===== src/rtl/muldiv_pkg.sv =====
// Shared types and constants for the EXE-stage multiply/divide sequencing controller.
package muldiv_pkg;

  typedef enum logic [1:0] {
    IDLE     = 2'd0,
    MUL_BUSY = 2'd1,
    DIV_BUSY = 2'd2,
    DONE     = 2'd3
  } muldiv_state_e;

  localparam logic [1:0]  OPK_NONE = 2'd0;
  localparam logic [1:0]  OPK_MUL  = 2'd1;
  localparam logic [1:0]  OPK_DIV  = 2'd2;

  localparam logic [31:0] DIV0_LO  = 32'hFFFF_FFFF;

endpackage


===== src/rtl/muldiv_cnt.sv =====
// Shared cycle counter: loads on accept, counts down for the multiplier latency
// and up for the divider watchdog, and flags the terminal counts.
module muldiv_cnt #(
  parameter int CNT_W = 6,
  parameter int TERM  = 39
) (
  input  logic             clk,
  input  logic             rst,
  input  logic             load,
  input  logic [CNT_W-1:0] load_val,
  input  logic             inc,
  input  logic             dec,
  output logic [CNT_W-1:0] cnt,
  output logic             is_one,
  output logic             is_term
);

  always_ff @(posedge clk or negedge rst) begin
    if (!rst) begin
      cnt <= '0;
    end else if (load) begin
      cnt <= load_val;
    end else if (inc) begin
      cnt <= cnt + 1'b1;
    end else if (dec) begin
      cnt <= cnt - 1'b1;
    end
  end

  assign is_one  = (cnt == CNT_W'(1));
  assign is_term = (cnt == CNT_W'(TERM));

endmodule


===== src/rtl/muldiv_ctrl.sv =====
// Multiply/divide sequencing controller for the EXE stage.
// Optional build macro MULDIV_DIV0_FAST_EN: divide-by-zero bypasses the divider.
module muldiv_ctrl
  import muldiv_pkg::*;
#(
  parameter int MUL_LAT     = 2,
  parameter int DIV_MAX_CYC = 40
) (
  input  logic        clk,
  input  logic        rst,
  input  logic        op_valid_i,
  input  logic [1:0]  op_kind_i,
  input  logic        signed_i,
  input  logic [31:0] opa_i,
  input  logic [31:0] opb_i,
  input  logic        flush_i,
  input  logic        pipe_stall_i,
  output logic        mul_start_o,
  output logic        div_start_o,
  output logic        div_cancel_o,
  output logic        unit_signed_o,
  output logic [31:0] unit_opa_o,
  output logic [31:0] unit_opb_o,
  input  logic [63:0] mul_result_i,
  input  logic        div_ready_i,
  input  logic [63:0] div_result_i,
  output logic        stall_o,
  output logic        result_valid_o,
  output logic [31:0] hi_o,
  output logic [31:0] lo_o,
  output logic        err_o
);

  localparam int CNT_MAX = (MUL_LAT > DIV_MAX_CYC) ? MUL_LAT : DIV_MAX_CYC;
  localparam int CNT_W   = $clog2(CNT_MAX + 1);

  muldiv_state_e    state, state_nxt;
  logic             is_mul, is_div, div0_fast, acc;
  logic             mul_done, div_done, div_tmo;
  logic [CNT_W-1:0] cnt;
  logic             cnt_is_one, cnt_is_term;

  always_comb begin
    is_mul = 1'b0;
    is_div = 1'b0;
    case (op_kind_i)
      OPK_MUL:  is_mul = 1'b1;
      OPK_DIV:  is_div = 1'b1;
      OPK_NONE: ;
      default:  ;
    endcase
  end

`ifdef MULDIV_DIV0_FAST_EN
  assign div0_fast = is_div & (opb_i == '0);
`else
  assign div0_fast = 1'b0;
`endif

  assign acc      = (state == IDLE) & op_valid_i & (is_mul | is_div) & ~flush_i;
  assign mul_done = (state == MUL_BUSY) & cnt_is_one;
  assign div_done = (state == DIV_BUSY) & div_ready_i;
  // Watchdog fires in the cycle the counter would reach DIV_MAX_CYC.
  assign div_tmo  = (state == DIV_BUSY) & ~div_ready_i & cnt_is_term;

  muldiv_cnt #(
    .CNT_W (CNT_W),
    .TERM  (DIV_MAX_CYC - 1)
  ) u_cnt (
    .clk      (clk),
    .rst      (rst),
    .load     (acc),
    .load_val (is_mul ? CNT_W'(MUL_LAT) : '0),
    .inc      (state == DIV_BUSY),
    .dec      (state == MUL_BUSY),
    .cnt      (cnt),
    .is_one   (cnt_is_one),
    .is_term  (cnt_is_term)
  );

  always_ff @(posedge clk or negedge rst) begin
    if (!rst) state <= IDLE;
    else      state <= state_nxt;
  end

  always_comb begin
    state_nxt = state;
    case (state)
      IDLE: begin
        if (acc) begin
          if (is_mul)         state_nxt = MUL_BUSY;
          else if (div0_fast) state_nxt = DONE;
          else                state_nxt = DIV_BUSY;
        end
      end
      MUL_BUSY: if (mul_done) state_nxt = DONE;
      DIV_BUSY: if (div_done | div_tmo) state_nxt = DONE;
      DONE:     if (!pipe_stall_i) state_nxt = IDLE;
      default:  state_nxt = IDLE;
    endcase
    if (flush_i) state_nxt = IDLE;
  end

  always_comb begin
    stall_o        = acc | (state == MUL_BUSY) | (state == DIV_BUSY);
    result_valid_o = (state == DONE);
  end

  // Start/cancel pulses and operand/result registers; a flush never updates hi/lo.
  always_ff @(posedge clk or negedge rst) begin
    if (!rst) begin
      mul_start_o   <= 1'b0;
      div_start_o   <= 1'b0;
      div_cancel_o  <= 1'b0;
      unit_signed_o <= 1'b0;
      unit_opa_o    <= '0;
      unit_opb_o    <= '0;
      hi_o          <= '0;
      lo_o          <= '0;
      err_o         <= 1'b0;
    end else begin
      mul_start_o  <= acc & is_mul;
      div_start_o  <= acc & is_div & ~div0_fast;
      div_cancel_o <= (state == DIV_BUSY) & (flush_i | div_tmo);
      if (acc) begin
        unit_signed_o <= signed_i;
        unit_opa_o    <= opa_i;
        unit_opb_o    <= opb_i;
      end
      if (acc & div0_fast) begin
        {hi_o, lo_o} <= {opa_i, DIV0_LO};
      end else if (!flush_i) begin
        if (mul_done) begin
          {hi_o, lo_o} <= mul_result_i;
        end else if (div_done) begin
          {hi_o, lo_o} <= div_result_i;
        end else if (div_tmo) begin
          {hi_o, lo_o} <= '0;
          err_o        <= 1'b1;
        end
      end
    end
  end

endmodule


===== config.mk =====
export PLATFORM = sky130hd
export DESIGN_NAME = muldiv_ctrl
export DESIGN_NICKNAME = d
export VERILOG_FILES = /design/src/rtl/muldiv_pkg.sv /design/src/rtl/muldiv_cnt.sv /design/src/rtl/muldiv_ctrl.sv
export SDC_FILE = /design/constraint.sdc
export NUM_CORES = 1
export LEC_CHECK = 0
export BUFFER_PORTS_ARGS = -buffer_cell sky130_fd_sc_hd__buf_2
export CAP_MARGIN = 10
export CORE_ASPECT_RATIO = 1.2
export CORE_MARGIN = 2
export CORE_UTILIZATION = 30
export DETAILED_ROUTE_END_ITERATION = 16
export SETUP_SLACK_MARGIN = 0.02
export SYNTH_ARGS = -nofsm -noshare
export SYNTH_HDL_FRONTEND = slang
export SYNTH_SLANG_ARGS = --single-unit

===== constraint.sdc =====
create_clock -name clk -period 2.2 [get_ports clk]
set_input_delay 0.11 -clock clk [delete_from_list [all_inputs] [get_ports clk]]
set_output_delay 0.11 -clock clk [all_outputs]
set_load 0.03 [all_outputs]

==> run_summary.xml, run 1 <==
<?xml version="1.0" encoding="UTF-8"?>
<metrics>
  <group name="final_layout">
    <metric name="post_layout_nonfiller_instances" unit="">1247</metric>
    <metric name="final_design_area_no_fill" unit="sq um">10500</metric>
    <metric name="most-common-layout-cells" unit="">buf_2 (334), mux2_2 (153), dfrtp_1 (141)</metric>
    <metric name="syn_to_final_growth" unit="%">48.7</metric>
    <metric name="post_layout_nets" unit="">1130</metric>
    <metric name="layout-drive-gt1-share" unit="%">64.2</metric>
    <metric name="fill_cells" unit="">2164</metric>
    <metric name="antenna_diodes" unit="">0</metric>
    <metric name="mostFrequentLayoutCell" unit="">buf_2</metric>
  </group>
  <group name="global_routing">
    <metric name="initial_antenna_violation_count" unit="">0</metric>
    <metric name="grt_use_total" unit="%">15.8</metric>
    <metric name="grt_first_pass_wirelength" unit="mm">30.1</metric>
    <metric name="grt_start_max_net_pins" unit="">58</metric>
    <metric name="grt_pass1_vias" unit="">5846</metric>
    <metric name="global_route.overflow_total" unit="">0</metric>
  </group>
  <group name="logic_synthesis">
    <metric name="yosys.cell_types.count" unit="">36</metric>
    <metric name="synthesis.instances" unit="">506</metric>
    <metric name="synth_async_sr_flop_share" unit="%">100</metric>
    <metric name="synth_enable_flop_cells" unit="">0</metric>
    <metric name="synth_area" unit="sq um">7040</metric>
    <metric name="ys_warn_count" unit="">0</metric>
    <metric name="synth-seq-area-share" unit="%">50.1</metric>
    <metric name="post_synthesis_average_cell_area" unit="sq um">13.9</metric>
    <metric name="synth_seq_cells" unit="">141</metric>
    <metric name="synth.area.top_cells" unit="">dfrtp_1 (50%), mux2_2 (24%), mux2_4 (8.5%)</metric>
    <metric name="mappedNetlistNets" unit="">717</metric>
    <metric name="synth_largest_area_cell" unit="">dfrtp_1</metric>
    <metric name="postSynth.topFlopCell" unit="">dfrtp_1</metric>
    <metric name="netlist.area_leader.share" unit="%">50.1</metric>
  </group>
  <group name="placed_design">
    <metric name="place_congestion" unit="">0.737</metric>
    <metric name="place_ws" unit="ps">61.4</metric>
    <metric name="post-place-cells" unit="">1146</metric>
    <metric name="dpl.hpwl" unit="mm">13.9</metric>
    <metric name="port_buffers" unit="">335</metric>
    <metric name="dpl_cell_area" unit="sq um">9200</metric>
  </group>
  <group name="hold_path">
    <metric name="min_path_type" unit="">in -&gt; reg</metric>
    <metric name="worstHoldPathCells" unit="">3</metric>
  </group>
  <group name="detailed_routing">
    <metric name="post-route-drc-count" unit="">0</metric>
    <metric name="route.detailed.wl_per_inst" unit="microns">16.0</metric>
    <metric name="drt_pass1_iterations" unit="">4</metric>
    <metric name="route.antenna.remaining_nets" unit="">0</metric>
    <metric name="vias" unit="">5620</metric>
    <metric name="drtIter0Drc" unit="">186</metric>
    <metric name="routed_wl" unit="mm">20.0</metric>
    <metric name="drt-vias-per-instance" unit="">4.51</metric>
  </group>
  <group name="power">
    <metric name="irDropWorstVdd" unit="mV">0.725</metric>
    <metric name="power.leakage" unit="nW">5.60</metric>
    <metric name="share_of_power_burned_in_combinational_logic" unit="%">48.6</metric>
    <metric name="power_frac_seq" unit="%">32.0</metric>
    <metric name="switching_share" unit="%">43.0</metric>
    <metric name="pwr-share-clk" unit="%">19.4</metric>
    <metric name="cellInternalPower" unit="mW">8.05</metric>
    <metric name="power.switching" unit="mW">6.07</metric>
    <metric name="design_power_total" unit="mW">14.1</metric>
    <metric name="power_density" unit="nW/um^2">1350</metric>
  </group>
  <group name="sta">
    <metric name="finalCritPeriodShare" unit="%">92.7</metric>
    <metric name="setup_viol" unit="">0</metric>
    <metric name="measured_slew_at_the_worst_slew_check_pin" unit="ps">532</metric>
    <metric name="grt_setup_unrepaired" unit="">no</metric>
    <metric name="max_freq" unit="MHz">490</metric>
    <metric name="final_max_slew_viol_count" unit="">0</metric>
    <metric name="finalHoldViolCount" unit="">0</metric>
    <metric name="finalClockSkew" unit="ps">11.4</metric>
    <metric name="min_period" unit="ps">2040</metric>
    <metric name="setup_slack" unit="ps">161</metric>
    <metric name="relSlewSlack" unit="%">64.6</metric>
    <metric name="setup-tns-final" unit="ps">0</metric>
  </group>
  <group name="setup_path">
    <metric name="worstPathMaxFanout" unit="">57</metric>
    <metric name="worst-endpoint-required" unit="ps">2490</metric>
    <metric name="timing.critical_path.from_type" unit="">flip-flop</metric>
    <metric name="critical_path_class" unit="">reg -&gt; reg</metric>
    <metric name="cp_data_arrival_time" unit="ps">2330</metric>
    <metric name="rr_worst_depth" unit="">6</metric>
    <metric name="crit_path_end_kind" unit="">flip-flop</metric>
  </group>
  <group name="die">
    <metric name="num_io_pins" unit="">336</metric>
    <metric name="initial_utilization" unit="%">30.4</metric>
    <metric name="total_die_area" unit="sq um">24700</metric>
    <metric name="chipHeight" unit="microns">172</metric>
    <metric name="die_x_extent" unit="microns">144</metric>
    <metric name="core_box_area" unit="sq um">23100</metric>
    <metric name="fp-row-count" unit="">61</metric>
  </group>
  <group name="clock_tree">
    <metric name="cts_made_buffers" unit="">17</metric>
    <metric name="clock-root-buffer" unit="">clkbuf_16</metric>
    <metric name="clk_transition_reported_paths" unit="ps">60</metric>
    <metric name="cts_tree" unit="">built</metric>
    <metric name="clockBufferDepth" unit="">2</metric>
    <metric name="cts.sink_count" unit="">141</metric>
    <metric name="clkLatencyLatePin" unit="ps">420</metric>
    <metric name="cts_htree_levels" unit="">4</metric>
  </group>
  <group name="outcome">
    <metric name="outcome" unit="">complete, no violations</metric>
  </group>
  <group name="run">
    <metric name="max_cap_violations" unit="">0</metric>
  </group>
</metrics>
metrics by stage:
| stage | hold slack (ps) | utilization, % |
|---|---|---|
| finish | 49.6 | 45.3 |
| global route | 37.2 | 45.3 |
| CTS | 21.3 | 45.1 |
| detailed placement | 112 | 39.8 |
| global placement | 115 | 39.8 |
| floorplan | -186 | - |
worst paths after layout:
kind	startpoint	end	slack, ps
worst max-delay path	u_cnt.cnt[0]	lo_o[24]	160
worst min-delay path	mul_result_i[16]	lo_o[16]	50
worst max register to register	u_cnt.cnt[0]	lo_o[24]	160
worst min register to register	err_o	err_o	490
max in group asynchronous	rst	u_cnt.cnt[2]	1340
min in group asynchronous	rst	hi_o[16]	240
power by group through the flow:
stage	Clock [mW]	Sequential, mW	Combinational [mW]
finish	2.73	4.52	6.87
global route	2.94	4.70	7.30
CTS	2.85	4.52	6.87
detailed placement	0	4.54	6.77
global placement	0	4.53	6.69
floorplan	0	6.93	2.20
sequential cells by signal (all words and copies together), names as in the netlist:
name,flops
err_o,1
state,2
hi_o,32
unit_opa_o,32
u_cnt.cnt,6
lo_o,32
div_start_o,1
unit_opb_o,32
unit_signed_o,1
div_cancel_o,1
mul_start_o,1
final cells by class:
cell class / instances / area, sq um / area share (%)
clock buffer: 18 / 429 / 4.10
clock inverter: 14 / 123 / 1.17
inverter: 10 / 37.5 / 0.359
multi-input combinational: 318 / 3260 / 31.1
sequential: 141 / 3530 / 33.7
tap: 315 / 394 / 3.76
timing repair buffer: 431 / 2700 / 25.8
routing by layer:
layer,up-vias,global-route usage [%],wire length (microns)
met1,2728,17.5,7970
met2,208,28.6,10300
met5,-,0,0
met3,19,4.70,1360
li1,2665,-,-
met4,0,5.12,284
logic make-up after synthesis:
kind of cell / share of synthesized area (%)
fa+ha+maj: 1.78
simple gates: 8.14
xor+xnor: 0.498
buf+inv: 4.02
flops: 50.1
compound gates: 2.13
mux: 33.3
worst max-delay path, cell delays in order (launching register included):
cell,delay (ps)
dfrtp_1,430
ha_1,210
nor3b_2,170
nand3_4,130
buf_12,270
mux2_2,380
mux2_4,260
synth_stat cells, drive strengths merged, types with 2 or more instances:
cell / number
and3: 66
mux2i: 2
a21oi: 3
nor3b: 2
dfrtp: 141
and2: 3
a211oi: 4
xor2: 2
mux2: 193
nor2: 7
xnor2: 2
buf: 20
a31oi: 3
inv: 10
o21ai: 2
ha: 10
a32oi: 2
nand2: 3
clkbuf: 17
what timing repair did:
item	in CTS	in global routing
endpoints found under the hold margin	117	0
setup endpoints to repair	0	34
setup buffers	0	1
resized for setup	0	3
hold buffers	67	0
Power figures use the tool's default switching activity.
==> inputs of run 2 (changes only) <==
Settings changed: CORE_UTILIZATION 30 to 42, PLACE_DENSITY set to 0.85, REMOVE_ABC_BUFFERS set to 1.
==> run 2 against run 1 <==
  * Register-to-register slack got worse by 30 ps
  * Setup slack got worse by 34 ps
  * Routed wire length increased by 2.5%
  * Global-route usage increased by 6.9 points
  * First-iteration DRC count decreased by 6.5%
  * Clock skew decreased by 3.9 ps
  * Worst hold slack improved by 7.6 ps
  * Combinational power increased by 1%
  * Flip-flop and latch count unchanged
  * Critical path depth unchanged
  * Largest cell class unchanged
  * Largest power group unchanged
==> run_summary.xml, run 2 (synthesis gave the netlist of run 1 again) <==
<?xml version="1.0" encoding="UTF-8"?>
<metrics>
  <group name="sta">
    <metric name="setup_viol" unit="">0</metric>
    <metric name="setup-tns-final" unit="ps">0</metric>
    <metric name="relSlewSlack" unit="%">67.6</metric>
    <metric name="measured_slew_at_the_worst_slew_check_pin" unit="ps">485</metric>
    <metric name="final_max_slew_viol_count" unit="">0</metric>
    <metric name="finalCritPeriodShare" unit="%">94.2</metric>
    <metric name="finalHoldViolCount" unit="">0</metric>
    <metric name="grt_setup_unrepaired" unit="">no</metric>
    <metric name="max_freq" unit="MHz">482</metric>
    <metric name="finalClockSkew" unit="ps">7.49</metric>
    <metric name="min_period" unit="ps">2070</metric>
    <metric name="setup_slack" unit="ps">127</metric>
  </group>
  <group name="final_layout">
    <metric name="post_layout_nets" unit="">1133</metric>
    <metric name="mostFrequentLayoutCell" unit="">buf_2</metric>
    <metric name="area_occupied_by_multi_input_gates" unit="sq um">3260</metric>
    <metric name="final_design_area_no_fill" unit="sq um">10400</metric>
    <metric name="most-common-layout-cells" unit="">buf_2 (334), mux2_2 (153), dfrtp_1 (141)</metric>
    <metric name="layout-drive-gt1-share" unit="%">64.4</metric>
    <metric name="syn_to_final_growth" unit="%">48.0</metric>
    <metric name="ff_latch_area" unit="sq um">3530</metric>
    <metric name="fill_cells" unit="">1195</metric>
  </group>
  <group name="setup_path">
    <metric name="worst-endpoint-required" unit="ps">2490</metric>
    <metric name="timing.critical_path.from_type" unit="">flip-flop</metric>
    <metric name="crit_path_end_kind" unit="">flip-flop</metric>
    <metric name="critical_path_class" unit="">reg -&gt; reg</metric>
    <metric name="critPathBufInv" unit="">2</metric>
    <metric name="timing.critical_path.slowest_cell_delay" unit="ps">430</metric>
    <metric name="cp_data_arrival_time" unit="ps">2370</metric>
    <metric name="path_delay_family" unit="">multiplexers</metric>
    <metric name="worstPathMaxFanout" unit="">47</metric>
    <metric name="path_cells" unit="">inv_1 &gt; ha_1 &gt; nand3_4 &gt; buf_6 &gt; mux2_2 &gt; mux2_4</metric>
    <metric name="cp_slowest_cell" unit="">dfrtp_1</metric>
  </group>
  <group name="detailed_routing">
    <metric name="route.detailed.wl_per_inst" unit="microns">17.8</metric>
    <metric name="drt-vias-per-instance" unit="">5.05</metric>
    <metric name="routed_wl" unit="mm">20.4</metric>
    <metric name="drt_pass1_iterations" unit="">4</metric>
    <metric name="route.antenna.remaining_nets" unit="">0</metric>
    <metric name="drtIter0Drc" unit="">174</metric>
    <metric name="post-route-drc-count" unit="">0</metric>
    <metric name="vias" unit="">5792</metric>
  </group>
  <group name="global_routing">
    <metric name="grt_start_max_net_pins" unit="">61</metric>
    <metric name="grt_pass1_vias" unit="">6209</metric>
    <metric name="grt_first_pass_wirelength" unit="mm">31.7</metric>
    <metric name="initial_antenna_violation_count" unit="">1</metric>
    <metric name="grt_use_total" unit="%">22.7</metric>
    <metric name="global_route.overflow_total" unit="">0</metric>
  </group>
  <group name="die">
    <metric name="fp-row-count" unit="">51</metric>
    <metric name="num_io_pins" unit="">336</metric>
    <metric name="total_die_area" unit="sq um">17800</metric>
    <metric name="chipHeight" unit="microns">146</metric>
    <metric name="initial_utilization" unit="%">43.1</metric>
    <metric name="core_box_area" unit="sq um">16300</metric>
    <metric name="die_x_extent" unit="microns">122</metric>
  </group>
  <group name="power">
    <metric name="irDropWorstVdd" unit="mV">0.921</metric>
    <metric name="power_density" unit="nW/um^2">1400</metric>
    <metric name="power.leakage" unit="nW">5.66</metric>
  </group>
  <group name="placed_design">
    <metric name="place_ws" unit="ps">8.76</metric>
    <metric name="port_buffers" unit="">335</metric>
    <metric name="dpl.hpwl" unit="mm">13.7</metric>
    <metric name="place_congestion" unit="">0.795</metric>
    <metric name="dpl_cell_area" unit="sq um">9040</metric>
  </group>
  <group name="clock_tree">
    <metric name="cts_htree_levels" unit="">4</metric>
    <metric name="cts.sink_count" unit="">141</metric>
    <metric name="cts_tree" unit="">built</metric>
    <metric name="clock-root-buffer" unit="">clkbuf_16</metric>
    <metric name="cts.repair_timing.setup_buffer_count" unit="">0</metric>
    <metric name="clkLatencyLatePin" unit="ps">410</metric>
    <metric name="clockBufferDepth" unit="">2</metric>
    <metric name="cts_made_buffers" unit="">17</metric>
    <metric name="clk_transition_reported_paths" unit="ps">60</metric>
  </group>
  <group name="run">
    <metric name="max_cap_violations" unit="">0</metric>
  </group>
  <group name="hold_path">
    <metric name="min_path_type" unit="">in -&gt; reg</metric>
  </group>
  <group name="outcome">
    <metric name="outcome" unit="">complete, no violations</metric>
  </group>
</metrics>
## run 2: final timing paths
check	startpoint	end	slack (ps)	depth (start not counted)
min in group asynchronous	rst	unit_opb_o[2]	140	2
max in group asynchronous	rst	lo_o[20]	1270	3
min reg2reg	hi_o[3]	hi_o[3]	500	1
max reg2reg	state[1]	hi_o[30]	130	6
min	mul_result_i[9]	lo_o[9]	60	3
max	state[1]	hi_o[30]	130	6
## run 2: what timing repair did
item                                   in CTS  in global routing
pin swaps                                   1                  1
hold buffers                               67                  0
gates resized for setup                     3                  3
gates cloned                                2                  0
endpoints found under the hold margin     173                  0
setup endpoints to repair                  26                 40
## run 2: worst reg2reg max path, cell delays in order (launching register included)
cell	delay, ps
dfrtp_1	430
inv_1	110
ha_1	240
nand3_4	100
buf_6	370
mux2_2	460
mux2_4	260
## run 2: routing by layer
metal  wire, microns  track usage (%)  vias up
li1                -                -     2662
met1            7850             25.7     2820
met2           10400             39.7      278
met3            1800             7.37       32
met4             445             7.82        0
met5               0                0        -
## run 2: area by class of cell
type	count	area share, %
Timing Repair Buffer	434	26.0
Antenna cell	1	0.0240
Tap cell	212	2.55
Multi-Input combinational cell	318	31.3
Clock inverter	14	1.74
Clock buffer	18	4.12
Inverter	10	0.360
Sequential cell	141	33.9
## run 2: report_power, final
| part | total (mW) | internal (mW) | switching, mW |
|---|---|---|---|
| combinational | 6.96 | 2.77 | 4.19 |
| sequential | 4.62 | 3.85 | 0.768 |
| clock | 2.97 | 1.81 | 1.17 |
## run 2: metrics by stage
step,power [mW],instances,hold WS [ps],util (%)
4_1_cts,14.6,1147,36.2,63.7
3_5_place_dp,11.3,1046,-7.69,55.4
3_3_place_gp,11.1,1046,-7.20,55.4
6_report,14.6,1148,57.1,63.8
2_1_floorplan,9.06,469,-186,-
5_1_grt,15.3,1147,47.1,63.8
